### config.mk
export PLATFORM = sky130hd
export DESIGN_NAME = tile_judge_flat
export DESIGN_NICKNAME = d
export VERILOG_FILES = /design/src/rtl/tile_judge_pkg.sv /design/src/rtl/tile_judge_if.sv /design/src/rtl/tile_judge_pacer.sv /design/src/rtl/tile_judge.sv /design/src/flat_wrapper.sv
export SDC_FILE = /design/constraint.sdc
export NUM_CORES = 1
export LEC_CHECK = 0
export BUFFER_PORTS_ARGS = -buffer_cell sky130_fd_sc_hd__buf_2
export CORE_ASPECT_RATIO = 1.4
export CORE_UTILIZATION = 45
export CTS_CLUSTER_SIZE = 30
export DETAILED_ROUTE_END_ITERATION = 12
export PLACE_DENSITY = 0.64
export SLEW_MARGIN = 10
export SYNTH_ARGS = -nofsm -noshare
export SYNTH_HDL_FRONTEND = slang
export SYNTH_SLANG_ARGS = --single-unit
### constraint.sdc
create_clock -name clk -period 4 [get_ports clk]
set_input_delay 1 -clock clk [delete_from_list [all_inputs] [get_ports clk]]
set_output_delay 1 -clock clk [all_outputs]
set_load 0.005 [all_outputs]
### src/rtl/tile_judge_pkg.sv
// Shared game definitions: FSM state encoding, bottom-row lane codes and
// the key-to-lane mapping used by the judge.
package tile_judge_pkg;

    typedef enum logic [1:0] {
        IDLE = 2'd0,
        PLAY = 2'd1,
        OVER = 2'd2
    } state_t;

    localparam logic [2:0] EMPTY = 3'd0;
    localparam logic [2:0] LANE1 = 3'd1;
    localparam logic [2:0] LANE2 = 3'd2;
    localparam logic [2:0] LANE3 = 3'd3;
    localparam logic [2:0] LANE4 = 3'd4;

    // One-hot key vector to lane code; anything not exactly one-hot maps to
    // EMPTY, which never matches an occupied bottom row.
    function automatic logic [2:0] key_to_lane(input logic [3:0] k);
        logic [2:0] lane;
        case (k)
            4'b0001: lane = LANE1;
            4'b0010: lane = LANE2;
            4'b0100: lane = LANE3;
            4'b1000: lane = LANE4;
            default: lane = EMPTY;
        endcase
        return lane;
    endfunction

endpackage

### src/rtl/tile_judge_if.sv
// Player/shift-register facing signals of the tile judge.
interface tile_judge_if #(
    parameter int SCORE_W = 10
);
    logic               start;
    logic [3:0]         key;
    logic [2:0]         bottom_line;
    logic               shift;
    logic               correct_out;
    logic               game_over;
    logic [1:0]         state;
    logic [SCORE_W-1:0] score;

    modport master (
        output start, key, bottom_line,
        input  shift, correct_out, game_over, state, score
    );

    modport slave (
        input  start, key, bottom_line,
        output shift, correct_out, game_over, state, score
    );
endinterface

### src/rtl/tile_judge_pacer.sv
// Shift pacing: period register, tick counter and speed-up with a floor.
// A speed-up is staged in period_nxt and only becomes the live period when
// the current interval wraps, so a running count is never cut short.
module tile_pacer #(
    parameter int PERIOD_INIT = 25000000,
    parameter int PERIOD_MIN  = 6250000,
    parameter int PERIOD_STEP = 1250000,
    parameter int CNT_W       = $clog2(PERIOD_INIT + 1)
) (
    input  logic clk,
    input  logic resetn,
    input  logic clear,
    input  logic run,
    input  logic hold,
    input  logic speedup,
    output logic tick_done
);
    localparam logic [CNT_W-1:0] P_INIT = CNT_W'(PERIOD_INIT);
    localparam logic [CNT_W-1:0] P_MIN  = CNT_W'(PERIOD_MIN);
    localparam logic [CNT_W-1:0] P_STEP = CNT_W'(PERIOD_STEP);
    // One extra bit so min+step cannot wrap in the comparison.
    localparam logic [CNT_W:0]   P_THR  = (CNT_W+1)'(PERIOD_MIN + PERIOD_STEP);

    logic [CNT_W-1:0] period;
    logic [CNT_W-1:0] period_nxt;
    logic [CNT_W-1:0] cnt;

    assign tick_done = run && (cnt == period - 1'b1);

    // Counter advance, hold-at-terminal on hit, and staged period update.
    always_ff @(posedge clk) begin
        if (!resetn || clear) begin
            period     <= P_INIT;
            period_nxt <= P_INIT;
            cnt        <= '0;
        end else begin
            if (speedup)
                period_nxt <= ({1'b0, period_nxt} >= P_THR) ? (period_nxt - P_STEP) : P_MIN;
            if (run) begin
                if (!tick_done) begin
                    cnt <= cnt + 1'b1;
                end else if (!hold) begin
                    cnt    <= '0;
                    period <= period_nxt;
                end
            end
        end
    end
endmodule

### src/rtl/tile_judge.sv
// Gameplay controller in front of the tile shift register: paces shifts,
// judges key presses against the bottom row, keeps score and game state.
module tile_judge
    import tile_judge_pkg::*;
#(
    parameter int PERIOD_INIT   = 25000000,
    parameter int PERIOD_MIN    = 6250000,
    parameter int PERIOD_STEP   = 1250000,
    parameter int SPEEDUP_EVERY = 8,
    parameter int SCORE_W       = 10
) (
    input  logic        clk,
    input  logic        resetn,
    tile_judge_if.slave bus
);
    localparam int CNT_W = $clog2(PERIOD_INIT + 1);
    localparam int HIT_W = $clog2(SPEEDUP_EVERY + 1);

    state_t             state_q, state_n;
    logic [3:0]         key_prev;
    logic [3:0]         rise;
    logic [2:0]         rise_lane;
    logic [2:0]         bottom_eff;
    logic               tick_done;
    logic               hit;
    logic               hit_wrap;
    logic               shift_n, correct_n;
    logic               shift_q, correct_q;
    logic [SCORE_W-1:0] score_q;
    logic [HIT_W-1:0]   hit_cnt;

    assign rise      = bus.key & ~key_prev;
    assign rise_lane = key_to_lane(rise);
    // While correct_out is high the downstream row is being cleared at this
    // edge, so the still-visible tile must not be judged a second time.
    assign bottom_eff = correct_q ? EMPTY : bus.bottom_line;
    assign hit_wrap   = hit && (hit_cnt == HIT_W'(SPEEDUP_EVERY - 1));

    tile_pacer #(
        .PERIOD_INIT (PERIOD_INIT),
        .PERIOD_MIN  (PERIOD_MIN),
        .PERIOD_STEP (PERIOD_STEP),
        .CNT_W       (CNT_W)
    ) u_pacer (
        .clk       (clk),
        .resetn    (resetn),
        .clear     (state_q != PLAY),
        .run       (state_q == PLAY),
        .hold      (hit),
        .speedup   (hit_wrap),
        .tick_done (tick_done)
    );

    // Game state register.
    always_ff @(posedge clk) begin
        if (!resetn) state_q <= IDLE;
        else         state_q <= state_n;
    end

    // Judge: next state plus the shift/correct decisions for the next cycle.
    always_comb begin
        state_n   = state_q;
        shift_n   = 1'b0;
        correct_n = 1'b0;
        hit       = 1'b0;
        case (state_q)
            IDLE: if (bus.start) state_n = PLAY;
            PLAY: begin
                if (bottom_eff == EMPTY) begin
                    if (tick_done) shift_n = 1'b1;
                end else if (rise != 4'b0000) begin
                    if (rise_lane == bottom_eff) begin
                        hit       = 1'b1;
                        correct_n = 1'b1;
                    end else begin
                        state_n = OVER;
                    end
                end else if (tick_done) begin
                    state_n = OVER;
                end
            end
            OVER: if (bus.start) state_n = IDLE;
            default: state_n = IDLE;
        endcase
    end

    // Key history and registered strobes.
    always_ff @(posedge clk) begin
        if (!resetn) begin
            key_prev  <= 4'b0000;
            shift_q   <= 1'b0;
            correct_q <= 1'b0;
        end else begin
            key_prev  <= bus.key;
            shift_q   <= shift_n;
            correct_q <= correct_n;
        end
    end

    // Score and hit counter; cleared whenever the game is (re)entering IDLE.
    always_ff @(posedge clk) begin
        if (!resetn || state_n == IDLE) begin
            score_q <= '0;
            hit_cnt <= '0;
        end else if (hit) begin
            if (score_q != '1) score_q <= score_q + 1'b1;
            hit_cnt <= hit_wrap ? '0 : hit_cnt + 1'b1;
        end
    end

    assign bus.shift       = shift_q;
    assign bus.correct_out = correct_q;
    assign bus.game_over   = (state_q == OVER);
    assign bus.state       = state_q;
    assign bus.score       = score_q;
endmodule

### src/flat_wrapper.sv
// flat-port wrapper written by rule: the top's interface ports become plain ports
module tile_judge_flat import tile_judge_pkg::*;
#(
    parameter int PERIOD_INIT   = 25000000,
    parameter int PERIOD_MIN    = 6250000,
    parameter int PERIOD_STEP   = 1250000,
    parameter int SPEEDUP_EVERY = 8,
    parameter int SCORE_W       = 10
)
  (clk, resetn, bus_start, bus_key, bus_bottom_line, bus_shift, bus_correct_out, bus_game_over, bus_state, bus_score);
  tile_judge_if #(.SCORE_W(SCORE_W)) bus_i ();
  input  logic clk;
  input  logic resetn;
  input wire logic [$bits(bus_i.start)-1:0] bus_start;
  input wire logic [$bits(bus_i.key)-1:0] bus_key;
  input wire logic [$bits(bus_i.bottom_line)-1:0] bus_bottom_line;
  output wire logic [$bits(bus_i.shift)-1:0] bus_shift;
  output wire logic [$bits(bus_i.correct_out)-1:0] bus_correct_out;
  output wire logic [$bits(bus_i.game_over)-1:0] bus_game_over;
  output wire logic [$bits(bus_i.state)-1:0] bus_state;
  output wire logic [$bits(bus_i.score)-1:0] bus_score;
  assign bus_i.start = bus_start;
  assign bus_i.key = bus_key;
  assign bus_i.bottom_line = bus_bottom_line;
  assign bus_shift = bus_i.shift;
  assign bus_correct_out = bus_i.correct_out;
  assign bus_game_over = bus_i.game_over;
  assign bus_state = bus_i.state;
  assign bus_score = bus_i.score;
  tile_judge #(.PERIOD_INIT(PERIOD_INIT), .PERIOD_MIN(PERIOD_MIN), .PERIOD_STEP(PERIOD_STEP), .SPEEDUP_EVERY(SPEEDUP_EVERY), .SCORE_W(SCORE_W)) u_core (.clk(clk), .resetn(resetn), .bus(bus_i));
endmodule
==> summary.txt <==
Setup path
  • CP peak stage delay: 600 ps
  • Worst-path fanout max: 23
  • Setup CP Type: register to register
  • Worst setup SP type: register
  • Crit-path slowest cell: or4_1
  • Reg2Reg Depth: 11
  • WP data arrival: 3750 ps
  • Worst reg2reg setup slack: between 400 and 500 ps
  • End point of the critical path: u_core.u_pacer.cnt[12]$_SDFFE_PP0P_
  • R2R Path Start: u_core.u_pacer.period[4]$_SDFFE_PP0P_
  • Critical Path RT: between 4000 and 5000 ps
  • Crit-path cells: inv_1 > ha_1 > or3b_2 > nor4_1 > xnor2_1 > a2111oi_1 > o211ai_1 > or4_1 > o21ai_4 > buf_12 > a21oi_1
  • Reg2reg end: u_core.u_pacer.cnt[12]$_SDFFE_PP0P_
  • CP Launch Point: u_core.u_pacer.period[4]$_SDFFE_PP0P_
  • Kind of end point of the critical path: register

Clock tree
  • Post-CTS sizing: 0
  • CTS max path bufs: 2
  • Setup bufs post-CTS: 0
  • Hold buffers post-CTS: 0
  • Clock Root Buffer: clkbuf_16
  • Total CTS buffers: 9
  • Clock-pin transition on the worst setup and hold timing paths: 70 ps
  • Clk_lat worst skew: around 340 ps
  • Clock sink total: 89
  • H-tree Lvls: 3
  • CTS tree: built

Placement
  • # port buffers: 24
  • Placer Congestion: 0.850
  • Cells after DPL: 782
  • HPWL after detailed placement: 9010 microns

Floorplanning
  • CORE AREA: 0.0113 sq mm
  • Die Span X: ~93 microns
  • Die area: 0.0120 sq mm
  • Initial Util: 46.0%
  • Die height: 129 microns
  • Rows: 46
  • I/O pin total: 25

STA
  • Skew final: 3.97 ps
  • Setup violations, final: 0
  • Fin. Hold Viols: 0
  • RSZ-0062 raised after global routing: no
  • Max_slew headroom: 29.2%
  • Fmax: approximately 0.28 GHz
  • Least-Margin Pin Slew: 1060 ps
  • Final cycle utilization of the critical path: 88.1%
  • Sum of negative setup slack: 0 ps
  • Final Max Slew Viols: 0
  • Final Critical Period: 3520 ps

Run
  • Max Cap Violations: 0

Worst hold path
  • Min-Delay Path Class: register to register

Yosys
  • Number of synthesized flops with an enable pin: 0
  • Top_reg_cell synth: dfxtp_1
  • Synthesized area: roughly 0.0052 sq mm
  • Post-synthesis sequential area ratio: 34.1%
  • Cells after synthesis: about 640
  • Synth Area per Inst: 8.20 sq um
  • Synth Register Bits: between 80 and 90
  • Ys async rst share: 0%
  • Syn nets: 652
  • Ys Warns: 0
  • Synth unique cells: 63

Detailed routing
  • DR pass1 iterations: 4
  • Final ANT Viol Nets: 0
  • Total wire length: 12200 microns
  • Via count: 4628
  • Residual DRC count: 0
  • Vias per Instance: 5.80
  • Routed wire per std cell: 15.3 microns
  • Initial DRC count: 203

Power and ir drop
  • Switching share of power: a little under a quarter
  • Power, Total: 0.00189 W
  • Comb power frac: under 10%
  • Int Pwr: ~0.0014 W
  • Worst VDD drop: 0.215 mV
  • Psw: ~0.00045 W
  • Clk pwr share: between 40% and 50%
  • Leak: 1.93 nW
  • Seq pwr share: 47.6%
  • Power Density: 328 mW/mm^2

Global route
  • Met1 Use GR: ~24%
  • GRT Total Usage: 21.5%
  • GR peak layer: met2
  • First-pass GRT wire length: 20900 microns
  • Vias in the first global route: 4412
  • Grt ovf: 0
  • Initial antenna violation count: 0
  • Met3 usage: 3.40%
  • Global routing usage on met2: 40.5%
  • Largest net degree at the start of global routing: 48

Cells and area
  • Final #Nets: 665
  • Register area: 0.00178 sq mm
  • P&R area growth vs syn: 10.3%
  • Fill cell count: 1095
  • Layout cells sized above 1: 12.2%
  • ANT cells: 0
  • Finished Layout Cells: between 700 and 800
  • Area of the multi-input gates: 0.00321 sq mm

Status
  • Status: complete, no violations
area by class of cell:
type | instances | area share, %
sequential | 89 | 31.0
tap | 144 | 3.13
clock buffer | 10 | 4.15
timing repair buffer | 36 | 3.87
clock inverter | 6 | 1.26
multi-input combinational | 499 | 55.7
inverter | 14 | 0.913
how the worst min path moves through the flow:
stage / cells past startpoint / start / to / slack, ps
2_1_floorplan: 2 / u_core.u_pacer.period_nxt[24]$_SDFFE_PP1P_ / u_core.u_pacer.period_nxt[24]$_SDFFE_PP1P_ / 450
6_report: 2 / u_core.u_pacer.period_nxt[24]$_SDFFE_PP1P_ / u_core.u_pacer.period_nxt[24]$_SDFFE_PP1P_ / 490
4_1_cts: 2 / u_core.u_pacer.period_nxt[24]$_SDFFE_PP1P_ / u_core.u_pacer.period_nxt[24]$_SDFFE_PP1P_ / 480
3_5_place_dp: 2 / u_core.u_pacer.period_nxt[24]$_SDFFE_PP1P_ / u_core.u_pacer.period_nxt[24]$_SDFFE_PP1P_ / 470
5_1_grt: 2 / u_core.u_pacer.period_nxt[24]$_SDFFE_PP1P_ / u_core.u_pacer.period_nxt[24]$_SDFFE_PP1P_ / 520
3_3_place_gp: 2 / u_core.hit_cnt[0]$_SDFFE_PP0P_ / u_core.hit_cnt[0]$_SDFFE_PP0P_ / 470
layout by cell type (no fill, tap or decap), types with 3 or more instances in the layout:
cell type and count:
nor4_4 3, nor3b_1 3, dfxtp_1 89, o21ai_0 30, nand2b_1 13, a21oi_2 10, o31ai_1 9, and4_1 3
and2_1 8, xnor2_1 34, mux2i_1 26, xor2_1 7, a211oi_1 3, inv_1 14, a31oi_1 5, nand4_1 13
nand3_1 29, and3_1 15, nor2b_1 5, buf_4 11, o211ai_1 9, o21ai_1 9, nand2_1 42, nor4_1 6
a21oi_1 41, nor2_1 58, ha_1 6, or3_1 32, nor3_1 23, buf_2 24, clkbuf_16 9, o311ai_0 3
or4_1 12
logic make-up after synthesis:
kind of cell             Yosys count  synth area share [%]
multiplexers                      27                  5.28
AO/OA/AOI/OAI                    139                  16.9
adder cells (fa/ha/maj)            6                  1.44
flip-flops                        89                  34.1
XOR/XNOR                          41                  6.88
AND/OR/NAND/NOR                  286                  30.8
buffers and inverters             48                  4.51
synth_stat cells (10+ instances only):
cell type / n / area share, %
nand3_1: 29 / 2.8
nand2b_1: 13 / 1.6
nand4_1: 13 / 1.6
nor2_1: 58 / 4.2
nand2_1: 42 / 3.0
mux2i_1: 26 / 5.0
a21oi_2: 10 / 1.7
a21oi_1: 41 / 3.9
dfxtp_1: 89 / 34
and3_1: 15 / 1.8
or3_1: 32 / 3.8
xnor2_1: 34 / 5.7
o21ai_0: 30 / 2.9
inv_1: 14 / 1.0
nor3_1: 23 / 2.2
clkbuf_1: 20 / 1.4
or4_1: 12 / 1.7
metrics by stage:
stage / utilization [%] / instance area [sq um] / hold WS (ps) / setup slack, ps
2_1_floorplan: - / 5220 / 451 / 663
3_3_place_gp: 48.0 / 5440 / 475 / 494
3_5_place_dp: 48.0 / 5440 / 473 / 446
4_1_cts: 50.8 / 5760 / 483 / 441
5_1_grt: 50.8 / 5760 / 515 / 213
6_report: 50.8 / 5760 / 486 / 476
layer usage:
layer / vias to the layer above / wire, microns
met2: 58 / 6360
met1: 2207 / 5340
met3: 13 / 262
met5: - / 0
met4: 0 / 233
li1: 2350 / -
sequential cells by signal (all words and copies together), names as in the netlist:
name	count
u_core.u_pacer.cnt	25
u_core.u_pacer.period	21
u_core.u_pacer.period_nxt	21
u_core.bus.score	10
u_core.hit_cnt	4
u_core.key_prev	4
u_core.bus.state	2
u_core.bus.correct_out	1
u_core.bus.shift	1
power by group through the flow:
stage	sequential (W)	combinational [W]	clock (W)
floorplan	0.000917	0.0000719	0
global placement	0.000917	0.000107	0
global route	0.000897	0.000120	0.000934
CTS	0.000897	0.000109	0.000897
detailed placement	0.000917	0.000109	0
finish	0.000897	0.000109	0.000880
worst max-delay path: cells and delay by family (launching register included):
| kind | cells | cell delay (ps) |
|---|---|---|
| and+or+nand+nor | 3 | 1540 |
| AOI/OAI and AO/OA | 4 | 830 |
| DFF | 1 | 390 |
| buffers and inverters | 2 | 280 |
| adders and majority gates | 1 | 240 |
| xor gates and xnor gates | 1 | 120 |
(Power assumes the default switching activity.)
